**src/rtl/alu_sequencer.sv**
```systemverilog
// Read/execute/write-back sequencer driving a 16-entry regfile and a 16-bit ALU.
// Optional `ALU_SEQ_ILLEGAL_TRAP_EN: illegal opcodes set sticky err and force out_result to 16'hFFFF.
module alu_sequencer (
  input  logic        clk,
  input  logic        rst_n,
  input  logic        in_valid,
  input  logic [15:0] in_instr,
  output logic        in_ready,
  input  logic [15:0] alu_out,
  output logic [15:0] alu_instruction,
  output logic [3:0]  rf_read_register_1,
  output logic [3:0]  rf_read_register_2,
  output logic [3:0]  rf_write_register,
  output logic        rf_enable_write,
  output logic        out_valid,
  output logic [15:0] out_result,
  input  logic        out_ready,
  output logic        busy,
  output logic        err,
  output logic [15:0] instr_count
);

  typedef enum logic [2:0] {
    S_IDLE  = 3'd0,
    S_READ  = 3'd1,
    S_EXEC  = 3'd2,
    S_WRITE = 3'd3,
    S_DONE  = 3'd4
  } state_t;

  state_t      r_state;
  logic [15:0] r_ir;
  logic [15:0] r_out_result;
  logic        r_out_valid;
  logic        r_we;
  logic        r_busy;
  logic [15:0] r_instr_count;
  logic        w_legal;

  function automatic logic is_legal(input logic [3:0] op);
    return (op <= 4'd10);
  endfunction

  assign w_legal = is_legal(r_ir[15:12]);

`ifdef ALU_SEQ_ILLEGAL_TRAP_EN
  logic r_err;

  always_ff @(posedge clk or negedge rst_n) begin
    if (!rst_n) begin
      r_err <= 1'b0;
    end else if (r_state == S_EXEC && !w_legal) begin
      r_err <= 1'b1;
    end
  end

  assign err = r_err;
`else
  assign err = 1'b0;
`endif

  always_ff @(posedge clk or negedge rst_n) begin
    if (!rst_n) begin
      r_state       <= S_IDLE;
      r_ir          <= 16'h0000;
      r_out_result  <= 16'h0000;
      r_out_valid   <= 1'b0;
      r_we          <= 1'b0;
      r_busy        <= 1'b0;
      r_instr_count <= 16'h0000;
    end else begin
      case (r_state)
        S_IDLE: begin
          if (in_valid) begin
            r_ir    <= in_instr;
            r_busy  <= 1'b1;
            r_state <= S_READ;
          end
        end
        S_READ: begin
          r_state <= S_EXEC;
        end
        S_EXEC: begin
`ifdef ALU_SEQ_ILLEGAL_TRAP_EN
          r_out_result <= w_legal ? alu_out : 16'hFFFF;
`else
          r_out_result <= alu_out;
`endif
          // Illegal opcodes never write back, trap or not.
          r_we    <= w_legal;
          r_state <= S_WRITE;
        end
        S_WRITE: begin
          r_we        <= 1'b0;
          r_out_valid <= 1'b1;
          r_state     <= S_DONE;
        end
        S_DONE: begin
          if (out_ready) begin
            r_out_valid   <= 1'b0;
            r_busy        <= 1'b0;
            r_instr_count <= r_instr_count + 16'd1;
            r_state       <= S_IDLE;
          end
        end
        default: begin
          r_state <= S_IDLE;
        end
      endcase
    end
  end

  // in_ready is gated by rst_n so it reads 0 while reset is held.
  assign in_ready           = rst_n && (r_state == S_IDLE);
  assign alu_instruction    = r_ir;
  assign rf_read_register_1 = r_ir[7:4];
  assign rf_read_register_2 = r_ir[3:0];
  assign rf_write_register  = r_ir[11:8];
  assign rf_enable_write    = r_we;
  assign out_valid          = r_out_valid;
  assign out_result         = r_out_result;
  assign busy               = r_busy;
  assign instr_count        = r_instr_count;

endmodule
```
**config.mk**
```make
export PLATFORM = sky130hd
export DESIGN_NAME = alu_sequencer
export DESIGN_NICKNAME = d
export VERILOG_FILES = /design/src/rtl/alu_sequencer.sv
export SDC_FILE = /design/constraint.sdc
export NUM_CORES = 1
export LEC_CHECK = 0
export CORE_MARGIN = 4
export CORE_UTILIZATION = 25
export CTS_CLUSTER_DIAMETER = 60
export DETAILED_ROUTE_END_ITERATION = 12
export PLACE_DENSITY_LB_ADDON = 0.12
export SLEW_MARGIN = 30
export SYNTH_ARGS = -nofsm -noshare
export SYNTH_HDL_FRONTEND = slang
export SYNTH_SLANG_ARGS = --single-unit
```
**constraint.sdc**
```tcl
create_clock -name clk -period 5.1 [get_ports clk]
set_clock_uncertainty 0.1 [all_clocks]
set_input_delay 1.02 -clock clk [delete_from_list [all_inputs] [get_ports clk]]
set_output_delay 1.02 -clock clk [all_outputs]
set_load 0.05 [all_outputs]
```
Word level (Yosys, flattened, before mapping). Cells that the tools add are included. W data, S select, Z words.

Register bits after elaboration: 54. Input port bits: 36. Output and inout bits: 65.

$add $sub $neg: 1. Order comparisons: 1. Eq/ne operators: 6. Mux-type cells: 8. Reductions and logical operators: 10.

Operators by type and width (number): $add A16 B1 Y16 const B (1); $pmux W3 S5 (1); $reduce_and A2 Y1 (4); $eq A3 B2 Y1 const B (2); $mux W3 (2); $pmux W1 S2 (3); $reduce_bool A2 Y1 (3); $le A4 B4 Y1 const B (1); $ne A2 B2 Y1 const B (2); $eq A3 B1 Y1 const B (1); $eq A3 B3 Y1 const B (1); $logic_not A3 Y1 (1); $reduce_and A3 Y1 (1); $mux W1 (2); $logic_and A1 B1 Y1 (1).

Depth between registers and ports, before layout.
Word-level depth: 3. Depth in mapped cells: 7. Mapped depth without buffers: 5.

Least setup slack after synthesis. No wires, ideal clock.

Path kind: input to output. Start: input rst_n. End: output in_ready. Arrival: 1.427 ns. Required time: 3.980 ns. Slack: 2.553 ns. Cell stages on the path: 1. Path through: and2_1.

Word-level cells in the longest chain between the ends: 1.

RTL lines: from (decl) (line 5) `input logic rst_n,`; $logic_and A1 B1 Y1 (line 114) `assign in_ready = rst_n && (r_state == S_IDLE);`; to (decl) (line 8) `output logic in_ready,`.

Every way passes these cells.

Worst setup path in the final report. Ends and elaborated chain as after synthesis.

==> results.py <==
metrics = {
    "run_status": {
        "run_status": "complete, no violations",
    },
    "final_layout": {
        "nNetsFinal": 297,
        "syn2layout_area_growth_pct": 47.4,
        "drive_above_1_share_pct": 17.3,
        "layout_commonest_cell": "clkdlybuf4s50_1",
        "antenna_cells": 0,
        "fin_area_mm2": 0.00340,
        "layout_common_cells": "clkdlybuf4s50_1, dfrtp_1, mux2_2, nand2_1",
        "nFillCells": 873,
    },
    "detailed_routing": {
        "vias": 1556,
        "drc": 0,
        "routed_via_density": 4.23,
        "wirelength_mm": 5.30,
        "dr.first_iter.drc_count": 11,
        "final_antenna_net_count": 0,
        "wl_per_cell_um": 14.4,
        "drt_pass1_iterations": 4,
    },
    "timing": {
        "rsz0062_at_grt": "false",
        "finalCritPeriodShare_pct": 62.4,
        "fmaxAchievable_ghz": 0.314,
        "setup_violations": 0,
        "maxSlewHeadroom_pct": 46.3,
        "hold_viol": 0,
        "holdWs_ns": 0.394,
        "tns_ns": 0,
        "worstMarginPinSlew_ns": 0.806,
        "final_max_slew_viol_count": 0,
        "period_needed_ns": 3.18,
    },
    "worst_setup_path": {
        "crit_type": "input pin to primary output",
        "crit_slowest_cell": "clkdlybuf4s50_1",
        "required_ns": 3.98,
        "startpoint_type": "input pin",
        "cp-end-kind": "primary output",
        "cp_data_arrival_time_ns": 2.06,
        "path_cells": "buf_2, and2_1, clkdlybuf4s50_1",
        "critPathMaxFanout": 2,
        "crit_path_max_incr_delay_ns": 0.80,
    },
    "min_path": {
        "hold_path_class": "flop to flop",
    },
    "run": {
        "max-cap-violations": 0,
    },
    "yosys": {
        "syn_area_mm2": 0.00231,
        "ys_seq_elements": 54,
        "ys_async_sr_fraction_pct": 100,
        "ys_seq_area_share_pct": 58.6,
        "synth_edf_count": 0,
        "synth_cells": 173,
        "ys.flop_type": "dfrtp_1",
        "synth.distinct_cells": 28,
        "syn_nets": 210,
        "ys_warn_count": 0,
        "syn_area_per_cell_um2": 13.3,
    },
    "power_and_ir_drop": {
        "p_per_area_mw_per_mm2": 741,
        "p_leak_nw": 1.43,
        "vdd_drop_max_v": 0.000315,
        "power_w": 0.00252,
    },
    "floorplan": {
        "die_x_um": 104,
        "row_count": 34,
        "core-area_mm2": 0.00885,
        "initial_core_util_pct": 26.1,
        "die_h_um": 104,
        "ios": 101,
        "dieArea_mm2": 0.0108,
    },
    "clock_tree": {
        "path_clk_slew_ns": 0.09,
        "cts_hold_repair.buffers": 0,
        "ctsResizeCount": 0,
        "cts_made_buffers": 5,
        "cts_buffer_depth": 2,
        "cts_setup_buffers": 0,
        "cts_root_buf": "clkbuf_8",
        "clock_sinks": 54,
        "clk_latency_ns": 0.29,
        "cts_tree": "yes",
        "cts_max_level": 2,
    },
    "place": {
        "port_buffers": 99,
        "dp_hpwl_mm": 3.79,
        "place_congestion": 0.673,
        "dpl_cell_area_mm2": 0.00329,
    },
    "global_route": {
        "grt_max_degree": 55,
        "gr-total-overflow": 0,
        "grt_pass1_vias": 1718,
        "grt_usage_pct": 10.0,
        "grt_pass1_wl_mm": 8.97,
        "antenna_found_initial": 0,
    },
}
## state kept, by name, summed over array words and instances, names as in the netlist
name	count
alu_instruction	16
busy	1
instr_count	16
out_result	16
out_valid	1
r_state	3
rf_enable_write	1
## through the flow
stage	setup slack, ns	instances	util, %
finish	1.92	368	38.4
global route	1.86	368	38.4
CTS	1.91	368	38.4
detailed placement	1.91	361	37.2
global placement	1.91	361	37.2
floorplan	2.55	173	-
## final cells by class
cell class / count / area (um2) / share of cell area (%)
tap: 108 / 135 / 3.97
sequential: 54 / 1350 / 39.7
multi-input combinational: 98 / 801 / 23.5
clock inverter: 1 / 30.0 / 0.883
timing repair buffer: 101 / 1000 / 29.4
clock buffer: 6 / 82.6 / 2.43
## path summary, 6_finish.rpt
check,from,end,slack [ns],cells after the start
max,rst_n,in_ready,1.92,3
min,busy,busy,0.39,1
max reg2reg,r_state[0],instr_count[15],2.87,4
min reg2reg,busy,busy,0.39,1
max in group asynchronous,rst_n,instr_count[12],3.62,2
min in group asynchronous,rst_n,alu_instruction[9],0.81,2
## report_power, final
group | total (W) | leakage, nW | internal [W] | switching (W)
clock | 0.000295 | 0.0573 | 0.000157 | 0.000138
sequential | 0.000719 | 0.669 | 0.000593 | 0.000125
combinational | 0.00151 | 0.706 | 0.000561 | 0.000945
total | 0.00252 | 1.43 | 0.00131 | 0.00121
## worst max-delay path, delay by kind of cell
kind | cells | cell delay (ns)
buf+inv | 2 | 0.92
simple gates | 1 | 0.12
## routing by layer
| metal | up-vias | track usage [%] | wire length (um) |
|---|---|---|---|
| met3 | 6 | 5.34 | 600 |
| li1 | 746 | - | - |
| met5 | - | 0 | 0 |
| met2 | 61 | 14.2 | 2250 |
| met4 | 0 | 3.42 | 86 |
| met1 | 743 | 13.1 | 2370 |
## kinds of logic (layout without fill, tap and decap cells)
| group | after synthesis | count (layout) | synth area share, % |
|---|---|---|---|
| DFF | 54 | 54 | 58.6 |
| and+or+nand+nor | 41 | 41 | 9.92 |
| muxes | 33 | 33 | 16.1 |
| buffers and inverters | 21 | 108 | 6.72 |
| xor gates and xnor gates | 16 | 16 | 6.07 |
| AOI/OAI and AO/OA | 6 | 6 | 1.90 |
| adders and majority gates | 1 | 1 | 0.542 |
| other | 1 | 1 | 0.163 |
## synth_stat cells (all sizes together) (2+ instances only)
master | count | share of area, %
xnor2 | 8 | 3.0
nor4 | 3 | 1.5
nor3 | 6 | 1.3
nor2 | 5 | 0.81
a21o | 3 | 0.98
buf | 20 | 6.6
nand4 | 3 | 0.81
mux2 | 33 | 16
and2 | 2 | 0.54
nand2 | 13 | 2.1
nand3 | 3 | 0.65
xor2 | 8 | 3.0
dfrtp | 54 | 59
No activity file was read; power rests on OpenSTA's default activity.
